### config.mk
export PLATFORM = sky130hd
export DESIGN_NAME = rom_access_ctrl_flat
export DESIGN_NICKNAME = d
export VERILOG_FILES = /design/src/rtl/rom_access_ctrl_pkg.sv /design/src/rtl/rom_access_ctrl_if.sv /design/src/rtl/rom_access_ctrl_addr_check.sv /design/src/rtl/rom_access_ctrl.sv /design/src/flat_wrapper.sv
export SDC_FILE = /design/constraint.sdc
export NUM_CORES = 1
export LEC_CHECK = 0
export ABC_AREA = 1
export CORE_AREA = 2 2 86 88
export CTS_CLUSTER_SIZE = 16
export DETAILED_ROUTE_END_ITERATION = 8
export DIE_AREA = 0 0 88 90
export PLACE_DENSITY = 0.9
export SYNTH_ARGS = -nofsm -noshare
export SYNTH_HDL_FRONTEND = slang
export SYNTH_HIERARCHICAL = 1
export SYNTH_SLANG_ARGS = --single-unit
### constraint.sdc
create_clock -name clk -period 1.55 [get_ports clk]
set_input_delay 0.31 -clock clk [delete_from_list [all_inputs] [get_ports clk]]
set_output_delay 0.31 -clock clk [all_outputs]
set_load 0.01 [all_outputs]
### src/rtl/rom_access_ctrl_pkg.sv
`default_nettype none
// ============================================================================
// Module   : rom_access_ctrl_pkg
// Purpose  : Shared definitions for the instruction-ROM access controller:
//            controller state encodings, default ROM geometry and byte-lane
//            layout of a ROM word.
// Revision : 1.0 - initial release
// ============================================================================
package rom_access_ctrl_pkg;

    // Default word-address width of the ROM (1024 x 32-bit words)
    localparam int ROM_AW_DEF = 10;

    // Controller state encoding
    localparam int         STATE_W = 1;
    localparam logic [0:0] ST_BOOT = 1'b0;  // only the loader may touch the ROM
    localparam logic [0:0] ST_RUN  = 1'b1;  // fetch/load arbitration active

    // Byte-lane layout of a 32-bit ROM word; lane k covers bits [8k+7:8k]
    localparam int NUM_LANES = 4;
    localparam int LANE_W    = 8;

endpackage : rom_access_ctrl_pkg
`default_nettype wire

### src/rtl/rom_access_ctrl_if.sv
`default_nettype none
// ============================================================================
// Module   : rom_access_ctrl_if
// Purpose  : Bundles the IF-stage fetch port, the boot-loader write port and
//            the ROM array port of the ROM access controller.
//            slave  : controller view
//            master : requester / ROM-array view
// Revision : 1.0 - initial release
// ============================================================================
interface rom_access_ctrl_if #(
    parameter int ROM_AW = 10
);
    // Fetch port
    logic              fetch_req_i;
    logic [31:0]       fetch_addr_i;
    logic              fetch_gnt_o;
    logic              fetch_valid_o;
    logic [31:0]       fetch_data_o;
    logic              fetch_err_o;
    // Loader port
    logic              load_req_i;
    logic [31:0]       load_addr_i;
    logic [31:0]       load_data_i;
    logic [3:0]        load_be_i;
    logic              load_last_i;
    logic              load_ack_o;
    logic              boot_done_o;
    // ROM array port
    logic [ROM_AW-1:0] rom_addr_o;
    logic              rom_re_o;
    logic [3:0]        rom_we_o;
    logic [31:0]       rom_wdata_o;
    logic [31:0]       rom_rdata_i;

    modport slave (
        input  fetch_req_i, fetch_addr_i,
        output fetch_gnt_o, fetch_valid_o, fetch_data_o, fetch_err_o,
        input  load_req_i, load_addr_i, load_data_i, load_be_i, load_last_i,
        output load_ack_o, boot_done_o,
        output rom_addr_o, rom_re_o, rom_we_o, rom_wdata_o,
        input  rom_rdata_i
    );

    modport master (
        output fetch_req_i, fetch_addr_i,
        input  fetch_gnt_o, fetch_valid_o, fetch_data_o, fetch_err_o,
        output load_req_i, load_addr_i, load_data_i, load_be_i, load_last_i,
        input  load_ack_o, boot_done_o,
        input  rom_addr_o, rom_re_o, rom_we_o, rom_wdata_o,
        output rom_rdata_i
    );
endinterface : rom_access_ctrl_if
`default_nettype wire

### src/rtl/rom_access_ctrl_addr_check.sv
`default_nettype none
// ============================================================================
// Module   : rom_addr_check
// Purpose  : Combinational decoder of a byte address against the ROM window.
// Ports    : i_addr     - byte address
//            o_in_range - ROM_BASE <= addr < ROM_BASE + 4*2**ROM_AW (no wrap)
//            o_aligned  - addr[1:0] == 0
//            o_word_idx - (addr - ROM_BASE) >> 2, truncated to ROM_AW bits
// Revision : 1.0 - initial release
// ============================================================================
module rom_addr_check #(
    parameter int          ROM_AW   = 10,
    parameter logic [31:0] ROM_BASE = 32'h0000_0000
) (
    input  wire logic [31:0]       i_addr,
    output logic                   o_in_range,
    output logic                   o_aligned,
    output logic [ROM_AW-1:0]      o_word_idx
);
    // Window size in bytes, held in 33 bits so a full 4 GiB window is legal
    localparam logic [32:0] c_LIMIT = 33'd1 << (ROM_AW + 2);

    logic [31:0] w_offset;

    assign w_offset   = i_addr - ROM_BASE;
    // The lower-bound test rejects addresses below the base that would
    // otherwise wrap into a small offset.
    assign o_in_range = (i_addr >= ROM_BASE) && ({1'b0, w_offset} < c_LIMIT);
    assign o_aligned  = (i_addr[1:0] == 2'b00);
    assign o_word_idx = w_offset[ROM_AW+1:2];

endmodule : rom_addr_check
`default_nettype wire

### src/rtl/rom_access_ctrl.sv
`default_nettype none
// ============================================================================
// Module   : rom_access_ctrl
// Purpose  : Single-port controller in front of the 4-lane instruction ROM.
//            Shares the ROM between instruction fetch and the boot loader,
//            enforces the boot phase, range/alignment checks, fetch-priority
//            arbitration with loader anti-starvation, and absorbs the ROM's
//            one-cycle read latency.
// Ports    : clk   - clock, rising edge
//            rst_n - asynchronous reset, ACTIVE-HIGH despite its name
//            bus   - rom_access_ctrl_if.slave (fetch, loader and ROM ports)
// Revision : 1.0 - initial release
// ============================================================================
module rom_access_ctrl
    import rom_access_ctrl_pkg::*;
#(
    parameter int          ROM_AW        = ROM_AW_DEF,
    parameter logic [31:0] ROM_BASE      = 32'h0000_0000,
    parameter int          MAX_FETCH_RUN = 8
) (
    input  wire logic          clk,
    input  wire logic          rst_n,
    rom_access_ctrl_if.slave   bus
);
    localparam int c_CNT_W = $clog2(MAX_FETCH_RUN + 1);

    logic [STATE_W-1:0] r_state;
    logic [STATE_W-1:0] w_state_nxt;
    logic [c_CNT_W-1:0] r_run_cnt;
    logic               r_resp_vld;
    logic               r_resp_err;

    logic               w_f_in_range, w_f_aligned;
    logic [ROM_AW-1:0]  w_f_idx;
    logic               w_l_in_range, w_unused_l_aligned;
    logic [ROM_AW-1:0]  w_l_idx;

    logic               w_force_load;
    logic               w_fetch_gnt;
    logic               w_load_gnt;
    logic               w_fetch_rd;
    logic               w_load_wr;

    rom_addr_check #(.ROM_AW(ROM_AW), .ROM_BASE(ROM_BASE)) u_fetch_chk (
        .i_addr     (bus.fetch_addr_i),
        .o_in_range (w_f_in_range),
        .o_aligned  (w_f_aligned),
        .o_word_idx (w_f_idx)
    );

    // Loader address bits [1:0] are don't-care, so its alignment is unused
    rom_addr_check #(.ROM_AW(ROM_AW), .ROM_BASE(ROM_BASE)) u_load_chk (
        .i_addr     (bus.load_addr_i),
        .o_in_range (w_l_in_range),
        .o_aligned  (w_unused_l_aligned),
        .o_word_idx (w_l_idx)
    );

    // ------------------------------------------------------------------
    // State register
    // ------------------------------------------------------------------
    always_ff @(posedge clk or posedge rst_n) begin
        if (rst_n) r_state <= ST_BOOT;
        else       r_state <= w_state_nxt;
    end

    // ------------------------------------------------------------------
    // Arbitration and next state
    // ------------------------------------------------------------------
    always_comb begin
        w_force_load = 1'b0;
        w_fetch_gnt  = 1'b0;
        w_load_gnt   = 1'b0;
        w_state_nxt  = r_state;
        if (!rst_n) begin
            if (r_state == ST_BOOT) begin
                // Boot-time fetches never reach the ROM, so both requesters
                // can be answered in the same cycle.
                w_fetch_gnt = bus.fetch_req_i;
                w_load_gnt  = bus.load_req_i;
                if (bus.load_req_i && bus.load_last_i)
                    w_state_nxt = ST_RUN;
            end else begin
                w_force_load = bus.load_req_i &&
                               (r_run_cnt >= c_CNT_W'(MAX_FETCH_RUN));
                w_fetch_gnt  = bus.fetch_req_i && !w_force_load;
                w_load_gnt   = bus.load_req_i && (!bus.fetch_req_i || w_force_load);
            end
        end
    end

    // ------------------------------------------------------------------
    // Outputs
    // ------------------------------------------------------------------
    always_comb begin
        w_fetch_rd      = w_fetch_gnt && (r_state == ST_RUN) && w_f_aligned && w_f_in_range;
        w_load_wr       = w_load_gnt && w_l_in_range;
        bus.fetch_gnt_o = w_fetch_gnt;
        bus.load_ack_o  = w_load_gnt;
        bus.rom_re_o    = w_fetch_rd;
        bus.rom_we_o    = w_load_wr ? bus.load_be_i   : 4'h0;
        bus.rom_wdata_o = w_load_wr ? bus.load_data_i : 32'h0;
        bus.rom_addr_o  = w_fetch_rd ? w_f_idx : (w_load_wr ? w_l_idx : '0);
    end

    assign bus.boot_done_o   = (r_state == ST_RUN);
    assign bus.fetch_valid_o = r_resp_vld;
    assign bus.fetch_err_o   = r_resp_err;
    // ROM read data arrives the cycle after rom_re_o, aligned with the response
    assign bus.fetch_data_o  = (r_resp_vld && !r_resp_err) ? bus.rom_rdata_i : 32'h0;

    // ------------------------------------------------------------------
    // Fetch response pipeline and loader anti-starvation counter
    // ------------------------------------------------------------------
    always_ff @(posedge clk or posedge rst_n) begin
        if (rst_n) begin
            r_resp_vld <= 1'b0;
            r_resp_err <= 1'b0;
            r_run_cnt  <= '0;
        end else begin
            r_resp_vld <= w_fetch_gnt;
            r_resp_err <= w_fetch_gnt && !w_fetch_rd;
            // Counts fetch wins over a waiting load; any served load or an
            // idle loader starts a fresh run.
            if (!bus.load_req_i || w_load_gnt)
                r_run_cnt <= '0;
            else if (w_fetch_gnt)
                r_run_cnt <= r_run_cnt + c_CNT_W'(1);
        end
    end

endmodule : rom_access_ctrl
`default_nettype wire

### src/flat_wrapper.sv
// flat-port wrapper written by rule: the top's interface ports become plain ports
module rom_access_ctrl_flat import rom_access_ctrl_pkg::*;
#(
    parameter int          ROM_AW        = ROM_AW_DEF,
    parameter logic [31:0] ROM_BASE      = 32'h0000_0000,
    parameter int          MAX_FETCH_RUN = 8
)
  (clk, rst_n, bus_fetch_req_i, bus_fetch_addr_i, bus_fetch_gnt_o, bus_fetch_valid_o, bus_fetch_data_o, bus_fetch_err_o, bus_load_req_i, bus_load_addr_i, bus_load_data_i, bus_load_be_i, bus_load_last_i, bus_load_ack_o, bus_boot_done_o, bus_rom_addr_o, bus_rom_re_o, bus_rom_we_o, bus_rom_wdata_o, bus_rom_rdata_i);
  rom_access_ctrl_if #(.ROM_AW(ROM_AW)) bus_i ();
  input  wire logic clk;
  input  wire logic rst_n;
  input wire logic [$bits(bus_i.fetch_req_i)-1:0] bus_fetch_req_i;
  input wire logic [$bits(bus_i.fetch_addr_i)-1:0] bus_fetch_addr_i;
  output wire logic [$bits(bus_i.fetch_gnt_o)-1:0] bus_fetch_gnt_o;
  output wire logic [$bits(bus_i.fetch_valid_o)-1:0] bus_fetch_valid_o;
  output wire logic [$bits(bus_i.fetch_data_o)-1:0] bus_fetch_data_o;
  output wire logic [$bits(bus_i.fetch_err_o)-1:0] bus_fetch_err_o;
  input wire logic [$bits(bus_i.load_req_i)-1:0] bus_load_req_i;
  input wire logic [$bits(bus_i.load_addr_i)-1:0] bus_load_addr_i;
  input wire logic [$bits(bus_i.load_data_i)-1:0] bus_load_data_i;
  input wire logic [$bits(bus_i.load_be_i)-1:0] bus_load_be_i;
  input wire logic [$bits(bus_i.load_last_i)-1:0] bus_load_last_i;
  output wire logic [$bits(bus_i.load_ack_o)-1:0] bus_load_ack_o;
  output wire logic [$bits(bus_i.boot_done_o)-1:0] bus_boot_done_o;
  output wire logic [$bits(bus_i.rom_addr_o)-1:0] bus_rom_addr_o;
  output wire logic [$bits(bus_i.rom_re_o)-1:0] bus_rom_re_o;
  output wire logic [$bits(bus_i.rom_we_o)-1:0] bus_rom_we_o;
  output wire logic [$bits(bus_i.rom_wdata_o)-1:0] bus_rom_wdata_o;
  input wire logic [$bits(bus_i.rom_rdata_i)-1:0] bus_rom_rdata_i;
  assign bus_i.fetch_req_i = bus_fetch_req_i;
  assign bus_i.fetch_addr_i = bus_fetch_addr_i;
  assign bus_fetch_gnt_o = bus_i.fetch_gnt_o;
  assign bus_fetch_valid_o = bus_i.fetch_valid_o;
  assign bus_fetch_data_o = bus_i.fetch_data_o;
  assign bus_fetch_err_o = bus_i.fetch_err_o;
  assign bus_i.load_req_i = bus_load_req_i;
  assign bus_i.load_addr_i = bus_load_addr_i;
  assign bus_i.load_data_i = bus_load_data_i;
  assign bus_i.load_be_i = bus_load_be_i;
  assign bus_i.load_last_i = bus_load_last_i;
  assign bus_load_ack_o = bus_i.load_ack_o;
  assign bus_boot_done_o = bus_i.boot_done_o;
  assign bus_rom_addr_o = bus_i.rom_addr_o;
  assign bus_rom_re_o = bus_i.rom_re_o;
  assign bus_rom_we_o = bus_i.rom_we_o;
  assign bus_rom_wdata_o = bus_i.rom_wdata_o;
  assign bus_i.rom_rdata_i = bus_rom_rdata_i;
  rom_access_ctrl #(.ROM_AW(ROM_AW), .ROM_BASE(ROM_BASE), .MAX_FETCH_RUN(MAX_FETCH_RUN)) u_core (.clk(clk), .rst_n(rst_n), .bus(bus_i));
endmodule
==> results of run 1 <==
==> stage by stage <==
step                worst slack, ns  cells  cell area, sq um
floorplan                    0.0358    288              1670
global placement              -1.00    600              3960
detailed placement            -1.04    600              3960
CTS                          -0.279    619              4080
global route                 -0.427    620              4110
finish                       -0.295    620              4110
==> flip-flops by register name, summed over array words and instances (netlist names) <==
register and cells:
u_core/r_run_cnt 4, u_core/bus.boot_done_o 1, u_core/bus.fetch_err_o 1, u_core/bus.fetch_valid_o 1
==> final timing paths <==
path / startpoint / to / slack, ns / cells after the start
max in group asynchronous: rst_n / u_core/r_run_cnt[3] / 0.93 / 3
worst min-delay path: rst_n / u_core/bus.fetch_valid_o / 0.38 / 3
worst min register to register: u_core/r_run_cnt[2] / u_core/r_run_cnt[2] / 0.52 / 2
worst max-delay path: bus_load_addr_i[28] / bus_rom_wdata_o[23] / -0.30 / 12
worst max register to register: u_core/bus.boot_done_o / u_core/bus.fetch_err_o / 0.22 / 8
min in group clk: u_core/r_run_cnt[2] / u_core/r_run_cnt[2] / 0.52 / 2
==> final cells by class <==
| type | instances | area share (%) |
|---|---|---|
| Clock buffer | 4 | 1.10 |
| Inverter | 85 | 7.95 |
| Multi-Input combinational cell | 168 | 27.2 |
| Sequential cell | 7 | 4.30 |
| Tap cell | 99 | 3.02 |
| Timing Repair Buffer | 256 | 56.1 |
| Timing Repair inverter | 1 | 0.274 |
==> report_power, final <==
group | switching, W | internal [W] | leakage (nW)
Clock | 0.0000830 | 0.000178 | 0.0228
Combinational | 0.000221 | 0.000358 | 2.15
Sequential | 0.00000721 | 0.000191 | 0.0877
==> critical path, stage by stage <==
cell,delay (ns)
buf_6,0.09
nor2_2,0.09
nand2_1,0.05
nor2_1,0.10
nand2_1,0.07
nor2_2,0.09
inv_2,0.06
nor2_8,0.21
inv_8,0.08
buf_12,0.16
nor2_4,0.11
buf_6,0.11
==> timing repair <==
item | CTS | global route
setup buffers | 10 | 4
pin swaps | 55 | 38
setup endpoints to repair | 82 | 72
gates resized for setup | 496 | 81
gates cloned | 5 | 0
endpoints found under the hold margin | 0 | 0
==> per-layer routing <==
layer	global-route usage, %	vias to the layer above	routed length (um)
met5	0	-	0
met4	4.62	0	226
met3	3.58	26	791
met2	37.8	168	4370
met1	18.5	1090	2690
li1	-	1234	-
==> impl_results.md, run 1 <==
- GR Util All Layers: 18.6%
- Fraction of layout cells with a size suffix above 1: 46.3%
- Final hold slack: 0.378 ns
- Clk_skew: 0.00294 ns
- Hold-fix buffers, CTS: 0
- Die Width: 88 um
- Total grt overflow: 0
- IO buf count: 218
- Vias in the first global route: 2,576
- First-pass GRT wire length: 11,800 um
- Vert. Die Dim: 90 um
- Multi-input logic area: 1120 sq um
- Initial Util: 23.8%
- Failing checks: setup timing
- Outcome: complete, but fails checks
- Crit path DAT: 1.54 ns
- GP Congestion: 0.895
- Warnings, synthesis: 6
- P_leak: 2.26 nW
- Crit Path Max Fanout: 6
- Residual DRC: 0
- Commonest non-fill, non-tap cells in the layout: clkdlybuf4s50_1, inv_1, buf_6, buf_2, nor2_1
- Inserted Diodes: 0
- Die area: 7920 sq um
- Hold Crit Class: in2async
- Crit path time final: 1.85 ns
- Gate Count Post-Synth: 288
- Setup violators final: 48
- Final worst slack: -0.295 ns
- Clk sinks: 7
- RSZ-0062 raised after global routing: yes
- Initial antenna violation count: 0
- Max Root-Sink Buffers: 2
- First drt pass iteration count: 4
- Number of I/O pins: 221
- Crit. End Element: primary output
- Register clock-pin slew on the reported worst setup and hold paths: 0.04 ns
- Largest net degree at the start of global routing: 13
- Critical path type: in2out
- Hold Vio Cnt, Final: 0
- H-tree Lvls: 1
- Routed Antenna Nets: 0
- Fin util: 58.5%
- Cell Area, Synth: 1670 sq um
- Post-DP HPWL: 6110 um
- Fillers: 626
- DR vias: 2,518
- Root buffer cell: clkbuf_8
- Drt initial violations: 35
- Tcrit/Tclk final: 119%
- Crit path required time: 1.24 ns
- Rel. slew slack: 80.8%
- Worst slew pin tran: 0.288 ns
- Startpoint types: primary input
- Syn_nets: 427
- PD cells: 253 nW/um^2
- VDD IR max: 287 uV
- CTS tree: yes
- Max cap viols: 0
- Slew Limit Fails: 0
- TritonCTS buffer count: 3
- Worst-Skew Late Latency: 0.23 ns
- Total power: 0.00104 W
- DR WL/cell: 13.0 um
- Area growth syn-to-layout: 146%
- Setup TNS: -11.11 ns
- Core footprint: 7020 sq um
- Sequential cell area: 176 sq um
- Commonest non-fill, non-tap cell in the layout: clkdlybuf4s50_1
- Post-layout net count: 661
- Row count: 31
- Max Fclk: 542 MHz
- Mean post-synth cell area: 5.80 sq um
- Vias per Instance: 4.06
- Final WL: 8080 um
No activity file was read; power rests on OpenSTA's default activity.
==> run 2, diff against run 1 <==
--- a/config.mk
+++ b/config.mk
@@ -10,6 +10,7 @@
 export CTS_CLUSTER_SIZE = 16
 export DETAILED_ROUTE_END_ITERATION = 8
 export DIE_AREA = 0 0 88 90
+export MAX_ROUTING_LAYER = met4
 export PLACE_DENSITY = 0.9
 export SYNTH_ARGS = -nofsm -noshare
 export SYNTH_HDL_FRONTEND = slang
==> run 2 against run 1 <==
The run still ends with setup timing left. First-iteration DRC count increased by 8.6%. Hold slack better by 0.0017 ns. Clock power is essentially flat. Wire length increased by 0.12%. Combinational power about the same. Via count decreased by 0.75%. Clock-buffer cell count unchanged. Final area is the same. Critical path depth unchanged.
==> impl_results.md, run 2 (same netlist as run 1, synthesis figures left out) <==
- Vias per Instance: 4.03 (-0.75%)
- P_leak: 2.26 nW (unchanged)
- Max cap viols: 0 (unchanged)
- Met1 usage: 18.8% (+0.28 points)
- Vias in the first global route: 2,572 (-0.16%)
- First drt pass iteration count: 4 (unchanged)
- Crit path DAT: 1.54 ns (about the same)
- Worst slew pin tran: 0.291 ns (+0.00344 ns)
- Vert. Die Dim: 90 um (unchanged)
- Startpoint types: primary input
- Hold Crit Class: in2async
- IO buf count: 218 (unchanged)
- Outcome: complete, but fails checks
- Total power: 0.00104 W (about the same)
- Largest net degree at the start of global routing: 13 (unchanged)
- Crit path required time: 1.24 ns (about the same)
- Crit path time final: 1.85 ns (+0.00485 ns)
- TritonCTS buffer count: 3 (unchanged)
- Hold Vio Cnt, Final: 0 (unchanged)
- Int Pwr: 0.000727 W (about the same)
- CTS tree: yes
- Combinational Power Share: 55.7% (about the same)
- Final WL: 8090 um (+0.12%)
- RSZ-0062 raised after global routing: yes
- Total grt overflow: 0 (unchanged)
- Biggest register: u_core/r_run_cnt
- Multi-input logic area: 1120 sq um (unchanged)
- Max reg flops: 4 (unchanged)
- Critical path type: in2out
- Clk network pwr share: 25.2% (about the same)
- DR WL/cell: 13.0 um (+0.12%)
- Inserted Diodes: 0 (unchanged)
- Area growth syn-to-layout: 146% (unchanged)
- Routed Antenna Nets: 0 (unchanged)
- Post-layout net count: 661 (unchanged)
- Drt initial violations: 38 (+8.6%)
- Final worst slack: -0.300 ns (-0.00485 ns)
- DR vias: 2,499 (-0.75%)
- Area after DPL: 3960 sq um (unchanged)
- Clk sinks: 7 (unchanged)
- Seq pwr share: 19.1% (about the same)
- GRT Max-Usage Layer: met2
- Post-DP HPWL: 6110 um (unchanged)
- Commonest non-fill, non-tap cell in the layout: clkdlybuf4s50_1
- Sequential cell area: 176 sq um (unchanged)
- Fraction of layout cells with a size suffix above 1: 46.3% (unchanged)
- Crit. End Element: primary output
- Worst-Skew Late Latency: 0.23 ns (about the same)
- VDD IR max: 287 uV (about the same)
- Met2 Usage GRT: 37.7% (-0.063 points)
- PD cells: 253 nW/um^2 (about the same)
- Switching share of power: 29.9% (-0.034 points)
- GR Util All Layers: 19.2% (+0.51 points)
- H-tree Lvls: 1 (unchanged)
- Initial antenna violation count: 0 (unchanged)
- Failing checks: setup timing
- Rel. slew slack: 80.6% (-0.23 points)
- Residual DRC: 0 (unchanged)
- Number of I/O pins: 221 (unchanged)
- GP Congestion: 0.910 (+1.7%)
- Max Root-Sink Buffers: 2 (unchanged)
- Initial Util: 23.8% (unchanged)
- Final Cell Area: 4110 sq um (unchanged)
- Hold-fix buffers, CTS: 0 (unchanged)
- Fillers: 626 (unchanged)
- Final hold slack: 0.380 ns (+0.00175 ns)
- Die area: 7920 sq um (unchanged)
- Setup violators final: 48 (unchanged)
- Met3 Track Usage GR: 3.21% (-0.37 points)
- Core footprint: 7020 sq um (unchanged)
- Register clock-pin slew on the reported worst setup and hold paths: 0.04 ns (about the same)
- Slew Limit Fails: 0 (unchanged)
- Net Sw Power: 0.000310 W (-0.17%)
- Root buffer cell: clkbuf_8
- Tcrit/Tclk final: 119% (+0.31 points)
- Crit Path Max Fanout: 6 (unchanged)
- Row count: 31 (unchanged)
- Commonest non-fill, non-tap cells in the layout: clkdlybuf4s50_1, inv_1, buf_6, buf_2, nor2_1
- Clk_skew: 0.00332 ns (+0.000378 ns)
- First-pass GRT wire length: 11,800 um (unchanged)
- Max Fclk: 541 MHz (-0.26%)
- Die Width: 88 um (unchanged)
==> run 2: cell counts in the layout (fill, tap and decap cells not counted) <==
Identical to the previous run, type by type.
==> run 2: layout make-up <==
class	count	share of cell area, %
Clock buffer	4	1.10
Inverter	85	7.95
Multi-Input combinational cell	168	27.2
Sequential cell	7	4.30
Tap cell	99	3.02
Timing Repair Buffer	256	56.1
Timing Repair inverter	1	0.274
==> run 2: worst paths after layout <==
| kind | start | to | slack (ns) | depth (start not counted) |
|---|---|---|---|---|
| max | bus_load_addr_i[28] | bus_rom_wdata_o[23] | -0.30 | 12 |
| min | rst_n | u_core/bus.fetch_valid_o | 0.38 | 3 |
| max reg2reg | u_core/bus.boot_done_o | u_core/bus.fetch_err_o | 0.22 | 8 |
| min reg2reg | u_core/r_run_cnt[2] | u_core/r_run_cnt[2] | 0.52 | 2 |
| max in group asynchronous | rst_n | u_core/r_run_cnt[3] | 0.92 | 3 |
| min in group clk | u_core/r_run_cnt[2] | u_core/r_run_cnt[2] | 0.52 | 2 |
==> run 2: routing by layer <==
layer  vias up  part of all wire, %
met5         -                    0
met2       162                   54
met3        20                  9.3
li1       1232                    -
met1      1085                   34
met4         0                  2.5
==> run 2: power groups by stage <==
| stage | registers (W) | clock network, W | logic (W) |
|---|---|---|---|
| floorplan | 0.000200 | 0 | 0.000178 |
| global placement | 0.000200 | 0 | 0.000579 |
| detailed placement | 0.000200 | 0 | 0.000591 |
| CTS | 0.000198 | 0.000266 | 0.000556 |
| global route | 0.000198 | 0.000282 | 0.000625 |
| finish | 0.000198 | 0.000261 | 0.000578 |
==> run 2: critical path, stage by stage <==
cell,delay (ns)
buf_6,0.09
nor2_2,0.09
nand2_1,0.05
nor2_1,0.10
nand2_1,0.07
nor2_2,0.09
inv_2,0.06
nor2_8,0.21
inv_8,0.08
buf_12,0.16
nor2_4,0.11
buf_6,0.11
==> run 2: through the flow <==
| step | worst slack (ns) | cells | utilization (%) | setup TNS (ns) |
|---|---|---|---|---|
| 2_1_floorplan | 0.0358 | 288 | - | 0 |
| 3_3_place_gp | -1.00 | 600 | 56.4 | -51.62 |
| 3_5_place_dp | -1.04 | 600 | 56.4 | -53.30 |
| 4_1_cts | -0.279 | 619 | 58.1 | -11.37 |
| 6_report | -0.300 | 620 | 58.5 | -11.32 |
| 5_1_grt | -0.427 | 620 | 58.5 | -17.16 |
==> run 2: repair_timing <==
item,in CTS,in global routing
cloned,5,0
endpoints found under the hold margin,0,0
setup endpoints to repair,82,72
buffers inserted,10,4
pin swaps,55,38
gates resized for setup,496,81
==> run 3, diff against run 2 <==
--- a/config.mk
+++ b/config.mk
@@ -7,11 +7,12 @@
 export LEC_CHECK = 0
 export ABC_AREA = 1
 export CORE_AREA = 2 2 86 88
-export CTS_CLUSTER_SIZE = 16
+export CTS_CLUSTER_SIZE = 30
 export DETAILED_ROUTE_END_ITERATION = 8
 export DIE_AREA = 0 0 88 90
 export MAX_ROUTING_LAYER = met4
 export PLACE_DENSITY = 0.9
+export SKIP_LAST_GASP = 1
 export SYNTH_ARGS = -nofsm -noshare
 export SYNTH_HDL_FRONTEND = slang
 export SYNTH_HIERARCHICAL = 1
==> run 3 against run 2 <==
The flow still finishes with violations (setup timing). Register-to-register slack is essentially flat. Final area shrank 1.1%. Maximum frequency is essentially flat. Sequential power is essentially flat. Clock power is essentially flat.
==> impl_results.md, run 3 (same netlist as run 1, synthesis figures left out) <==
- Fraction of layout cells with a size suffix above 1: 45.2% (-1.1 points)
- Failing checks: setup timing
- Crit path required time: 1.24 ns (about the same)
- Max reg flops: 4 (unchanged)
- Tcrit/Tclk final: 119% (about the same)
- Final worst slack: -0.300 ns (-0.0000570 ns)
- Residual DRC: 0 (unchanged)
- Max cap viols: 0 (unchanged)
- Total grt overflow: 0 (unchanged)
- Crit Path Max Fanout: 6 (unchanged)
- Multi-input logic area: 1100 sq um (-2.0%)
- First drt pass iteration count: 5 (+1)
- Final WL: 8070 um (-0.16%)
- RSZ-0062 raised after global routing: yes
- Core footprint: 7020 sq um (unchanged)
- GR Util All Layers: 19.2% (about the same)
- Worst slew pin tran: 0.291 ns (-0.0000358 ns)
- Biggest register: u_core/r_run_cnt
- Crit path DAT: 1.54 ns (about the same)
- TritonCTS buffer count: 3 (unchanged)
- PD cells: 253 nW/um^2 (about the same)
- Row count: 31 (unchanged)
- Hold Crit Class: in2async
- Crit path time final: 1.85 ns (+0.0000570 ns)
- Initial Util: 23.8% (unchanged)
- Largest net degree at the start of global routing: 13 (unchanged)
- DR WL/cell: 13.0 um (about the same)
- Rel. slew slack: 80.6% (about the same)
- Startpoint types: register
- Placed cells: 600 (unchanged)
- DR vias: 2,485 (-0.56%)
- Critical path type: reg2out
- Fillers: 637 (+1.8%)
- Number of I/O pins: 221 (unchanged)
- Commonest non-fill, non-tap cell in the layout: clkdlybuf4s50_1
- Die area: 7920 sq um (unchanged)
- Hold Vio Cnt, Final: 0 (unchanged)
- Outcome: complete, but fails checks
- Initial antenna violation count: 0 (unchanged)
- Clk_skew: 0.00348 ns (+0.000165 ns)
- Worst-Skew Late Latency: 0.23 ns (about the same)
- Die Width: 88 um (unchanged)
- Commonest non-fill, non-tap cells in the layout: clkdlybuf4s50_1, inv_1, buf_6, buf_2, nor2_1
- Sequential cell area: 175 sq um (-0.71%)
- Inserted Diodes: 0 (unchanged)
- Area after DPL: 3960 sq um (unchanged)
- H-tree Lvls: 1 (unchanged)
- Post-DP HPWL: 6110 um (unchanged)
- Area growth syn-to-layout: 143%
- Setup violators final: 48 (unchanged)
- First-pass GRT wire length: 11,800 um (unchanged)
- Vias in the first global route: 2,560 (-0.47%)
- Post-layout net count: 660 (-0.15%)
- Hold-fix buffers, CTS: 0 (unchanged)
- Fin util: 57.8% (-0.66 points)
- Vert. Die Dim: 90 um (unchanged)
- GP Congestion: 0.910 (unchanged)
- Root buffer cell: clkbuf_8
- Register clock-pin slew on the reported worst setup and hold paths: 0.04 ns (about the same)
- IO buf count: 218 (unchanged)
- Max Fclk: 540 MHz (about the same)
- Slew Limit Fails: 0 (unchanged)
- Final Cell Area: 4060 sq um (-1.1%)
- Routed Antenna Nets: 0 (unchanged)
- Non-Filler Instances: 619 (-0.16%)
- P_leak: 2.26 nW (-0.11%)
- CTS tree: yes
- Drt initial violations: 40 (+5.3%)
- Max Root-Sink Buffers: 2 (unchanged)
- Vias per Instance: 4.01 (-0.40%)
- Crit. End Element: primary output
- VDD IR max: 277 uV (-3.4%)
- Clk sinks: 7 (unchanged)
run 3: cell types whose count changed in the layout (fill, tap and decap cells not counted), moves of 2 or more:
cell	previous run	this run
buf_2	60	56
nor2_2	9	12
nor2_4	41	37
buf_6	62	58
clkbuf_2	9	16
buf_4	18	16
run 3: worst max-delay path: stages (launching register included):
cell	delay [ns]
dfrtp_1	0.42
inv_2	0.07
nand3_2	0.08
nand2_4	0.08
nor2_8	0.19
inv_8	0.08
buf_12	0.16
nor2_4	0.11
buf_6	0.11
run 3: area by class of cell:
class / count / area share (%)
multi-input combinational: 168 / 27.0
clock buffer: 4 / 1.11
sequential: 7 / 4.31
timing repair inverter: 1 / 0.277
tap: 99 / 3.05
inverter: 85 / 8.04
timing repair buffer: 255 / 56.2
run 3: report_power, final:
group	internal, W	total (W)	switching, W
clock	0.000178	0.000261	0.0000830
sequential	0.000191	0.000198	0.00000711
combinational	0.000351	0.000567	0.000216
run 3: per-stage QoR:
| stage | setup slack [ns] | hold slack [ns] | power (W) | setup TNS, ns |
|---|---|---|---|---|
| finish | -0.300 | 0.381 | 0.00103 | -11.43 |
| global route | -0.427 | 0.442 | 0.00109 | -17.27 |
| CTS | -0.279 | 0.361 | 0.00102 | -11.45 |
| detailed placement | -1.04 | 0.509 | 0.000791 | -53.30 |
| global placement | -1.00 | 0.487 | 0.000778 | -51.62 |
| floorplan | 0.0358 | 0.113 | 0.000378 | 0 |
run 3: layer usage:
| layer | vias up | part of all wire (%) | global-route usage [%] |
|---|---|---|---|
| met3 | 20 | 9.0 | 3.12 |
| met2 | 158 | 54 | 37.8 |
| li1 | 1231 | - | - |
| met4 | 0 | 2.4 | 4.62 |
| met5 | - | 0 | - |
| met1 | 1076 | 34 | 18.8 |
run 3: repair_timing:
item                       in CTS  in global routing
setup endpoints to repair      82                 77
gates cloned                    5                  0
gates resized for setup       483                 74
pin swaps                      55                 38
buffers inserted               10                  3
hold endpoints to repair        0                  0
run 3: path summary, 6_finish.rpt:
check	end	from	slack [ns]	cells after the start
worst max-delay path	bus_rom_wdata_o[23]	u_core/r_run_cnt[3]	-0.30	8
worst min-delay path	u_core/bus.fetch_valid_o	rst_n	0.38	3
worst max register to register	u_core/bus.fetch_err_o	u_core/bus.boot_done_o	0.22	8
worst min register to register	u_core/r_run_cnt[2]	u_core/r_run_cnt[2]	0.53	2
max in group asynchronous	u_core/bus.boot_done_o	rst_n	0.94	3
min in group clk	u_core/r_run_cnt[2]	u_core/r_run_cnt[2]	0.53	2
